`src/rtl/cntdn_ctrl_if.sv`:
```
// Button and formatter-facing signals of the countdown controller.
// master drives the buttons; slave is the controller itself.
`timescale 1ns/1ps
interface cntdn_ctrl_if;
  logic        btn_min;
  logic        btn_sec;
  logic        btn_ss;
  logic        btn_clr;
  logic [20:0] num;
  logic [20:0] org;
  logic [1:0]  cState;
  logic        tick;

  modport master (
    output btn_min, btn_sec, btn_ss, btn_clr,
    input  num, org, cState, tick
  );

  modport slave (
    input  btn_min, btn_sec, btn_ss, btn_clr,
    output num, org, cState, tick
  );
endinterface

```
`src/rtl/cntdn_ctrl.sv`:
```
// mm:ss countdown controller: button sync/edge detect, SET/RUN/PAUSE/DONE FSM, 1 Hz prescaler.
// Optional macro CNTDN_AUTORELOAD_EN: DONE restarts the countdown after TICK_DIV cycles.
`timescale 1ns/1ps
module cntdn_ctrl #(
  parameter int TICK_DIV = 50_000_000,
  parameter int MAX_SEC  = 5999
) (
  input  logic          clk,
  input  logic          rst_n,
  cntdn_ctrl_if.slave   bus
);

  localparam logic [1:0] ST_SET   = 2'd0;
  localparam logic [1:0] ST_RUN   = 2'd1;
  localparam logic [1:0] ST_PAUSE = 2'd2;
  localparam logic [1:0] ST_DONE  = 2'd3;

  localparam int PW = (TICK_DIV > 1) ? $clog2(TICK_DIV) : 1;

  // Button bit order: 3=clr, 2=ss, 1=min, 0=sec (also the priority order).
  logic [3:0] btn_raw;
  logic [3:0] sync1_q, sync2_q, prev_q;
  logic [3:0] rise;

  assign btn_raw = {bus.btn_clr, bus.btn_ss, bus.btn_min, bus.btn_sec};

  always_ff @(posedge clk or negedge rst_n) begin
    if (!rst_n) begin
      sync1_q <= '0;
      sync2_q <= '0;
      prev_q  <= '0;
    end else begin
      sync1_q <= btn_raw;
      sync2_q <= sync1_q;
      prev_q  <= sync2_q;
    end
  end

  genvar gi;
  generate
    for (gi = 0; gi < 4; gi++) begin : g_edge
      assign rise[gi] = sync2_q[gi] & ~prev_q[gi];
    end
  endgenerate

  logic act_clr, act_ss, act_min, act_sec;
  assign act_clr = rise[3];
  assign act_ss  = rise[2] & ~rise[3];
  assign act_min = rise[1] & ~(|rise[3:2]);
  assign act_sec = rise[0] & ~(|rise[3:1]);

  logic [1:0]    state_q, state_d;
  logic [20:0]   org_q, org_d;
  logic [5:0]    osec_q, osec_d;
  logic [20:0]   num_q, num_d;
  logic [PW-1:0] presc_q, presc_d;
  logic          tick_q, tick_d;
  logic          presc_wrap;

  assign presc_wrap = (presc_q == PW'(TICK_DIV - 1));

  always_comb begin
    state_d = state_q;
    org_d   = org_q;
    osec_d  = osec_q;
    num_d   = num_q;
    presc_d = presc_q;
    tick_d  = 1'b0;
    case (state_q)
      ST_SET: begin
        presc_d = '0;
        if (act_clr) begin
          org_d  = '0;
          osec_d = '0;
        end else if (act_ss) begin
          if (org_q != '0)
            state_d = ST_RUN;
        end else if (act_min) begin
          // Past the maximum, the minutes field wraps to 0 while seconds survive.
          if (org_q + 21'd60 > 21'(MAX_SEC))
            org_d = {15'd0, osec_q};
          else
            org_d = org_q + 21'd60;
        end else if (act_sec) begin
          if (osec_q == 6'd59) begin
            org_d  = org_q - 21'd59;
            osec_d = '0;
          end else begin
            org_d  = org_q + 21'd1;
            osec_d = osec_q + 6'd1;
          end
        end
        num_d = org_d;
      end
      ST_RUN: begin
        // A button edge pre-empts a coinciding tick; the prescaler stays put.
        if (act_clr) begin
          state_d = ST_SET;
          num_d   = org_q;
          presc_d = '0;
        end else if (act_ss) begin
          state_d = ST_PAUSE;
        end else if (presc_wrap) begin
          presc_d = '0;
          if (num_q != '0) begin
            tick_d = 1'b1;
            num_d  = num_q - 21'd1;
          end
          if (num_q <= 21'd1)
            state_d = ST_DONE;
        end else begin
          presc_d = presc_q + PW'(1);
        end
      end
      ST_PAUSE: begin
        if (act_clr) begin
          state_d = ST_SET;
          num_d   = org_q;
          presc_d = '0;
        end else if (act_ss) begin
          state_d = ST_RUN;
        end
      end
      default: begin
        num_d = '0;
        if (act_clr || act_ss) begin
          state_d = ST_SET;
          num_d   = org_q;
          presc_d = '0;
        end else begin
`ifdef CNTDN_AUTORELOAD_EN
          // The prescaler doubles as the DONE hold timer before reloading.
          if (presc_wrap) begin
            state_d = ST_RUN;
            num_d   = org_q;
            presc_d = '0;
          end else begin
            presc_d = presc_q + PW'(1);
          end
`else
          presc_d = presc_q;
`endif
        end
      end
    endcase
  end

  always_ff @(posedge clk or negedge rst_n) begin
    if (!rst_n) begin
      state_q <= ST_SET;
      org_q   <= '0;
      osec_q  <= '0;
      num_q   <= '0;
      presc_q <= '0;
      tick_q  <= 1'b0;
    end else begin
      state_q <= state_d;
      org_q   <= org_d;
      osec_q  <= osec_d;
      num_q   <= num_d;
      presc_q <= presc_d;
      tick_q  <= tick_d;
    end
  end

  assign bus.num    = num_q;
  assign bus.org    = org_q;
  assign bus.cState = state_q;
  assign bus.tick   = tick_q;

endmodule

```
`src/flat_wrapper.sv`:
```
// flat-port wrapper written by rule: the top's interface ports become plain ports
module cntdn_ctrl_flat 
#(
  parameter int TICK_DIV = 50_000_000,
  parameter int MAX_SEC  = 5999
)
  (clk, rst_n, bus_btn_min, bus_btn_sec, bus_btn_ss, bus_btn_clr, bus_num, bus_org, bus_cState, bus_tick);
  cntdn_ctrl_if bus_i ();
  input  logic clk;
  input  logic rst_n;
  input wire logic [$bits(bus_i.btn_min)-1:0] bus_btn_min;
  input wire logic [$bits(bus_i.btn_sec)-1:0] bus_btn_sec;
  input wire logic [$bits(bus_i.btn_ss)-1:0] bus_btn_ss;
  input wire logic [$bits(bus_i.btn_clr)-1:0] bus_btn_clr;
  output wire logic [$bits(bus_i.num)-1:0] bus_num;
  output wire logic [$bits(bus_i.org)-1:0] bus_org;
  output wire logic [$bits(bus_i.cState)-1:0] bus_cState;
  output wire logic [$bits(bus_i.tick)-1:0] bus_tick;
  assign bus_i.btn_min = bus_btn_min;
  assign bus_i.btn_sec = bus_btn_sec;
  assign bus_i.btn_ss = bus_btn_ss;
  assign bus_i.btn_clr = bus_btn_clr;
  assign bus_num = bus_i.num;
  assign bus_org = bus_i.org;
  assign bus_cState = bus_i.cState;
  assign bus_tick = bus_i.tick;
  cntdn_ctrl #(.TICK_DIV(TICK_DIV), .MAX_SEC(MAX_SEC)) u_core (.clk(clk), .rst_n(rst_n), .bus(bus_i));
endmodule
```
`config.mk`:
```
export PLATFORM = sky130hd
export DESIGN_NAME = cntdn_ctrl_flat
export DESIGN_NICKNAME = d
export VERILOG_FILES = /design/src/rtl/cntdn_ctrl_if.sv /design/src/rtl/cntdn_ctrl.sv /design/src/flat_wrapper.sv
export SDC_FILE = /design/constraint.sdc
export NUM_CORES = 1
export LEC_CHECK = 0
export ABC_AREA = 1
export CAP_MARGIN = 20
export CORE_ASPECT_RATIO = 0.7
export CORE_UTILIZATION = 55
export CTS_BUF_LIST = sky130_fd_sc_hd__clkbuf_8
export DETAILED_ROUTE_END_ITERATION = 6
export GPL_TIMING_DRIVEN = 0
export PLACE_DENSITY = 0.83
export REMOVE_ABC_BUFFERS = 1
export SLEW_MARGIN = 25
export SYNTH_ARGS = -nofsm -noshare
export SYNTH_HDL_FRONTEND = slang
export SYNTH_SLANG_ARGS = --single-unit
```
`constraint.sdc`:
```
create_clock -name clk -period 2.7 [get_ports clk]
set_input_delay 0.27 -clock clk [delete_from_list [all_inputs] [get_ports clk]]
set_output_delay 0.27 -clock clk [all_outputs]
set_load 0.01 [all_outputs]
```
---- After elaboration in Yosys (flattened, before gate mapping) ----
Cells that the tools add are included.
storage, ports and cells
  register bits ........................... 89
  bits in latches ......................... 0
  RAM bits ................................ 0
  ROM bits ................................ 0
  input port bits ......................... 6
  output and inout port bits .............. 45
  word-level logic and storage cells ...... 99
  memories kept ........................... 0
cells by class
  add/sub/neg operators ................... 6
  multiply operators ...................... 0
  divide/modulo/power cells ............... 0
  magnitude comparators ................... 2
  equality and inequality tests ........... 16
  shifts and indexed selects .............. 0
  multiplexer cells ....................... 40
  bitwise operators ....................... 14
  reductions and logical operators ........ 12
operators by type and width
  kind                                                             number
  two-way mux 21 bit                                               12
  two-way mux 26 bit                                               5
  case mux 26 bit (3 select lines)                                 1
  case mux 21 bit (3 select lines)                                 1
  nonzero test 21 bit                                              2
  two-way mux 6 bit                                                5
  adder 26 x 1 -> 26 bit, second input constant                    1
  equality test 26 bit, second input constant                      1
  adder 21 x 1 -> 21 bit, second input constant                    1
  adder 21 x 6 -> 21 bit, second input constant                    1
  greater-than comparator 21 x 13 -> 1 bit, second input constant  1
  less-or-equal comparator 21 x 1 -> 1 bit, second input constant  1
  subtractor 21 x 1 -> 21 bit, second input constant               1
  subtractor 21 x 6 -> 21 bit, second input constant               1
  two-way mux 2 bit                                                10
  != test 2 x 1 -> 1 bit, second input constant                    5
  != test 3 x 1 -> 1 bit, second input constant                    3
  != test 4 x 1 -> 1 bit, second input constant                    2
  AND reduction 4 bit                                              2
  bitwise AND 1 bit                                                7
  NOT 1 bit                                                        7
  AND reduction 7 bit                                              1
  adder 6 x 1 -> 6 bit, second input constant                      1
  equality test 6 bit, second input constant                       1
  13 further kinds                                                 17

---- Depth between registers and ports, before layout ----
  depth in word-level cells ............... 10
  gate-level depth with buffers ........... 21
  gate-level depth less buffers ........... 21

---- Worst setup path after synthesis ----
OpenSTA, ideal clock, no wires.
  path type ............................... flip-flop to flip-flop
  from .................................... register u_core.osec_q[0]
  to ...................................... register u_core.num_q[16] (netlist: u_core.bus.num[16])
  library setup time ...................... 0.063 ns
  arrival ................................. 2.602 ns
  data required time ...................... 2.637 ns
  slack ................................... 0.036 ns
  stages on the path, launching flop included .. 18
  path buffers ............................ 0
  clock period less this slack ............ 2.664 ns
  cells stage by stage .................... dfrtp_1 > ha_1 > nand3_1 > inv_1 > ha_1 > nand2_1 > a21oi_1 > a21oi_1 > o21ai_0 > nand2_1 > a21oi_1 > nand3b_1 > nand3_1 > nor2_1 > nand2_1 > nand3_1 > nand2_1 > inv_1
on the way
  longest elaborated chain between the ends .. 7
ends and longest elaborated chain
  item                              RTL line           source
  from (decl)                       cntdn_ctrl.sv:54   logic [5:0] osec_q, osec_d;
  from (signal assigned)            cntdn_ctrl.sv:159  osec_q <= osec_d;
  equality test 6 bit               cntdn_ctrl.sv:85   if (osec_q == 6'd59) begin
  two-way mux 21 bit                cntdn_ctrl.sv:85
  two-way mux 21 bit                cntdn_ctrl.sv:84   end else if (act_sec) begin
  two-way mux 21 bit                cntdn_ctrl.sv:78   end else if (act_min) begin
  two-way mux 21 bit                cntdn_ctrl.sv:75   end else if (act_ss) begin
  two-way mux 21 bit                cntdn_ctrl.sv:72   if (act_clr) begin
  case mux 21 bit (3 select lines)  cntdn_ctrl.sv:69   case (state_q)
  to (signal assigned)              cntdn_ctrl.sv:160  num_q <= num_d;
  to (decl)                         cntdn_ctrl.sv:55   logic [20:0] num_q, num_d;
No other way between the ends.
A chain may end at the register's enable or synchronous reset.

---- Final worst setup path ----
  from .................................... register u_core.osec_q[1]
  to ...................................... register u_core.num_q[14] (netlist: u_core.bus.num[14])
Same word-level chain as after synthesis.

==> impl_metrics.toml <==
[floorplan]
pin_count = 51
coreArea_sq_um = 12400
dieArea_sq_um = 13200
start_util_pct = 56.4
fp-row-count = 34
die_h_microns = 96.3
fp.dieW_microns = 137

[layout]
drive_gt1_share_pct = 21.4
syn_to_final_growth_pct = 30.6
final_util_pct = 73.7
nets = 1153
fin_area_sq_um = 9120
n_antenna_cell = 0

[clock_tree]
cts_buffers = 9
cts_root_buf = "clkbuf_8"
clkSinkCount = 89
cts_max_path_buffers = 2
htree_num_levels = 3
cts_tree = "built"
clk_pin_slew_ps = 100
insertion_delay_ps = 390

[worst_setup_path]
path_max_fanout = 6
cpPeakStageDelay_ps = 420
crit_required_ps = 2980
startpoint_type = "register"
crit_slowest_cell = "dfrtp_1"
cp-end-kind = "register"
path_class = "reg2reg"
arrival_ps = 3170
path_cells = "ha_4 -> nand3_4 -> clkinvlp_4 -> buf_12 -> buf_16 -> ha_4 -> nand2_1 -> inv_2 -> nand3_2 -> nor3_4 -> nor2b_4 -> o21bai_4 -> a21oi_2 -> o21ai_1 -> o21ai_1 -> nand4_1 -> nand3_1 -> nand2_1 -> inv_1"

[timing]
finalCriticalPeriod_ps = 2890
tightest_slew_ps = 1000
report.final.slew_viol_count = 0
max_freq_mhz = 346
hold_viol_final = 0
rsz0062_at_grt = "true"
period_share_pct = 107
worst_slack_ps = -186
finalClockSkew_ps = 14.6
setup_viol = 16
slew_headroom_pct = 33.4

[route]
viasPerCell = 6.31
dr.pass1.iters = 7
wirelength_mm = 24.5
wl_per_cell_microns = 18.9
first_iter_violations = 1035
remaining_drc_errors = 0
vias = 8150
postRouteAntennaNets = 0

[power_and_ir_drop]
p_leak_nw = 4.07
fin_total_pwr_mw = 8.71
power-per-cell-area_nw_per_um2 = 956
peakVddDrop_uv = 812

[global_routing]
grt_start_max_net_pins = 51
grt_overflow = 0
antenna_found_initial = 0
gr-usage-all-layers_pct = 34.8
grt_pass1_wl_mm = 35.0
grt_pass1_vias = 6803

[logic_synthesis]
synth_area_sq_um = 6980
synth.distinct_cells = 47
yosysSeqAreaShare_pct = 31.9
yosys_register_bits = 89
yosysWarnings = 0
syn-instance-count = 1037
avgSynthCellArea_sq_um = 6.73

[placement]
port_buffers = 50
place_area_sq_um = 7610
hpwlAfterDp_mm = 15.3
place.gp.congestion = 0.976
pre_cts_ws_ps = -801

[hold_path]
hold_path_class = "in2reg"

[status]
status = "finished, violations left"
violations = "setup timing"

[run]
cap_violations = 0
-- area by class of cell --
cell class / count / area, sq um
multi-input cells: 769 / 4850
fillers: 916 / 3260
flip-flops and latches: 89 / 2240
repair buffers: 101 / 987
inverters: 154 / 602
well taps: 162 / 203
clock buffers: 10 / 138
clock inverters: 6 / 97.6
-- registers in the layout, indices dropped and copies added (netlist names) --
register           count
u_core.presc_q        26
u_core.bus.num        21
u_core.bus.org        21
u_core.osec_q          6
u_core.prev_q          4
u_core.sync1_q         4
u_core.sync2_q         4
u_core.bus.cState      2
u_core.bus.tick        1
-- cells in the mapped netlist, drive strengths merged --
master | count | area, sq um
o221ai | 2 | 17.5
o211a | 1 | 10.0
nor4 | 7 | 43.8
xor2 | 13 | 114
nand3 | 108 | 561
nand3b | 3 | 22.5
inv | 153 | 574
o211ai | 4 | 30.0
a21oi | 89 | 445
a211oi | 4 | 30.0
a31oi | 2 | 12.5
a21o | 2 | 15.0
o21bai | 3 | 22.5
or2 | 1 | 6.26
nor2 | 84 | 374
o22ai | 3 | 18.8
xnor2 | 6 | 52.6
ha | 23 | 288
a2bb2oi | 1 | 8.76
nor2b | 1 | 6.26
a22oi | 17 | 128
dfrtp | 89 | 2230
o31ai | 5 | 37.5
clkbuf | 15 | 56.3
nor3 | 30 | 155
nand4 | 45 | 288
and3 | 4 | 25.0
clkinv | 1 | 3.75
nand2 | 227 | 912
nor3b | 1 | 7.51
o21ai | 74 | 382
buf | 18 | 100
a32oi | 1 | 8.76
-- path summary, 6_finish.rpt --
path / from / endpoint / slack (ps) / depth (start not counted)
setup reg to reg: u_core.osec_q[1] / u_core.bus.num[14] / -190 / 19
min in group asynchronous: rst_n / u_core.presc_q[22] / 400 / 2
setup / recovery: u_core.osec_q[1] / u_core.bus.num[14] / -190 / 19
max in group asynchronous: rst_n / u_core.bus.num[0] / 1690 / 3
hold / removal: bus_btn_ss / u_core.sync1_q[2] / 310 / 1
hold reg to reg: u_core.sync1_q[0] / u_core.sync2_q[0] / 360 / 0
-- what timing repair did --
item / 4_1_cts / 5_1_grt
hold buffers: 1 / 0
resized for setup: 83 / 110
cloned: 2 / 7
pin swaps: 7 / 44
buffers inserted: 10 / 36
endpoints found under the setup margin: 63 / 56
hold endpoints to repair: 49 / 0
-- stage by stage --
stage | hold WS (ps) | setup TNS, ps | cells
final | 314 | -1320 | 1291
after global routing | 308 | -4020 | 1291
after CTS | 317 | -377 | 1248
after detailed placement | 249 | -37890 | 1219
after global placement | 332 | -298620 | 1216
after floorplan | -25.6 | -21230 | 1004
-- cell usage in the layout, fill, tap and decap left out, types with 14 or more instances in the layout --
cell type	n
nand2_2	25
o21ai_0	50
inv_1	135
o21ai_1	19
nor2_2	15
clkdlybuf4s50_1	49
dfrtp_1	76
nor2_1	59
a21oi_1	70
ha_4	16
nor3_1	24
nand4_1	44
nand3_1	93
nand2_1	190
buf_4	40
nand2_4	14
a22oi_1	17
-- power by group --
| group | total, mW | internal, mW | switching [mW] |
|---|---|---|---|
| combinational | 5.28 | 2.02 | 3.25 |
| sequential | 2.33 | 1.68 | 0.648 |
| clock | 1.11 | 0.560 | 0.549 |
| total | 8.71 | 4.26 | 4.45 |
-- critical path: cells and delay by family (launching register included) --
kind / cells / cell delay [ps]
AO/OA/AOI/OAI: 4 / 470
adder cells (fa/ha/maj): 2 / 480
buffers and inverters: 5 / 540
flip-flops: 1 / 420
AND/OR/NAND/NOR: 8 / 860
-- cell families after synthesis --
kind of cell,after synthesis,synth area share (%)
AND/OR/NAND/NOR,511,34.4
AO/OA/AOI/OAI,208,16.7
buffers and inverters,187,10.5
flip-flops,89,31.9
adder cells (fa/ha/maj),23,4.12
XOR/XNOR,19,2.38
-- metal layers --
| metal | wire length [microns] | part of all wire (%) | up-vias | track usage [%] |
|---|---|---|---|---|
| li1 | - | - | 3688 | - |
| met1 | 9980 | 41 | 3739 | 50.8 |
| met2 | 10300 | 42 | 623 | 50.8 |
| met3 | 3550 | 15 | 100 | 8.37 |
| met4 | 658 | 2.7 | 0 | 9.44 |
| met5 | 0 | 0 | - | 0 |
Power figures use the tool's default switching activity.
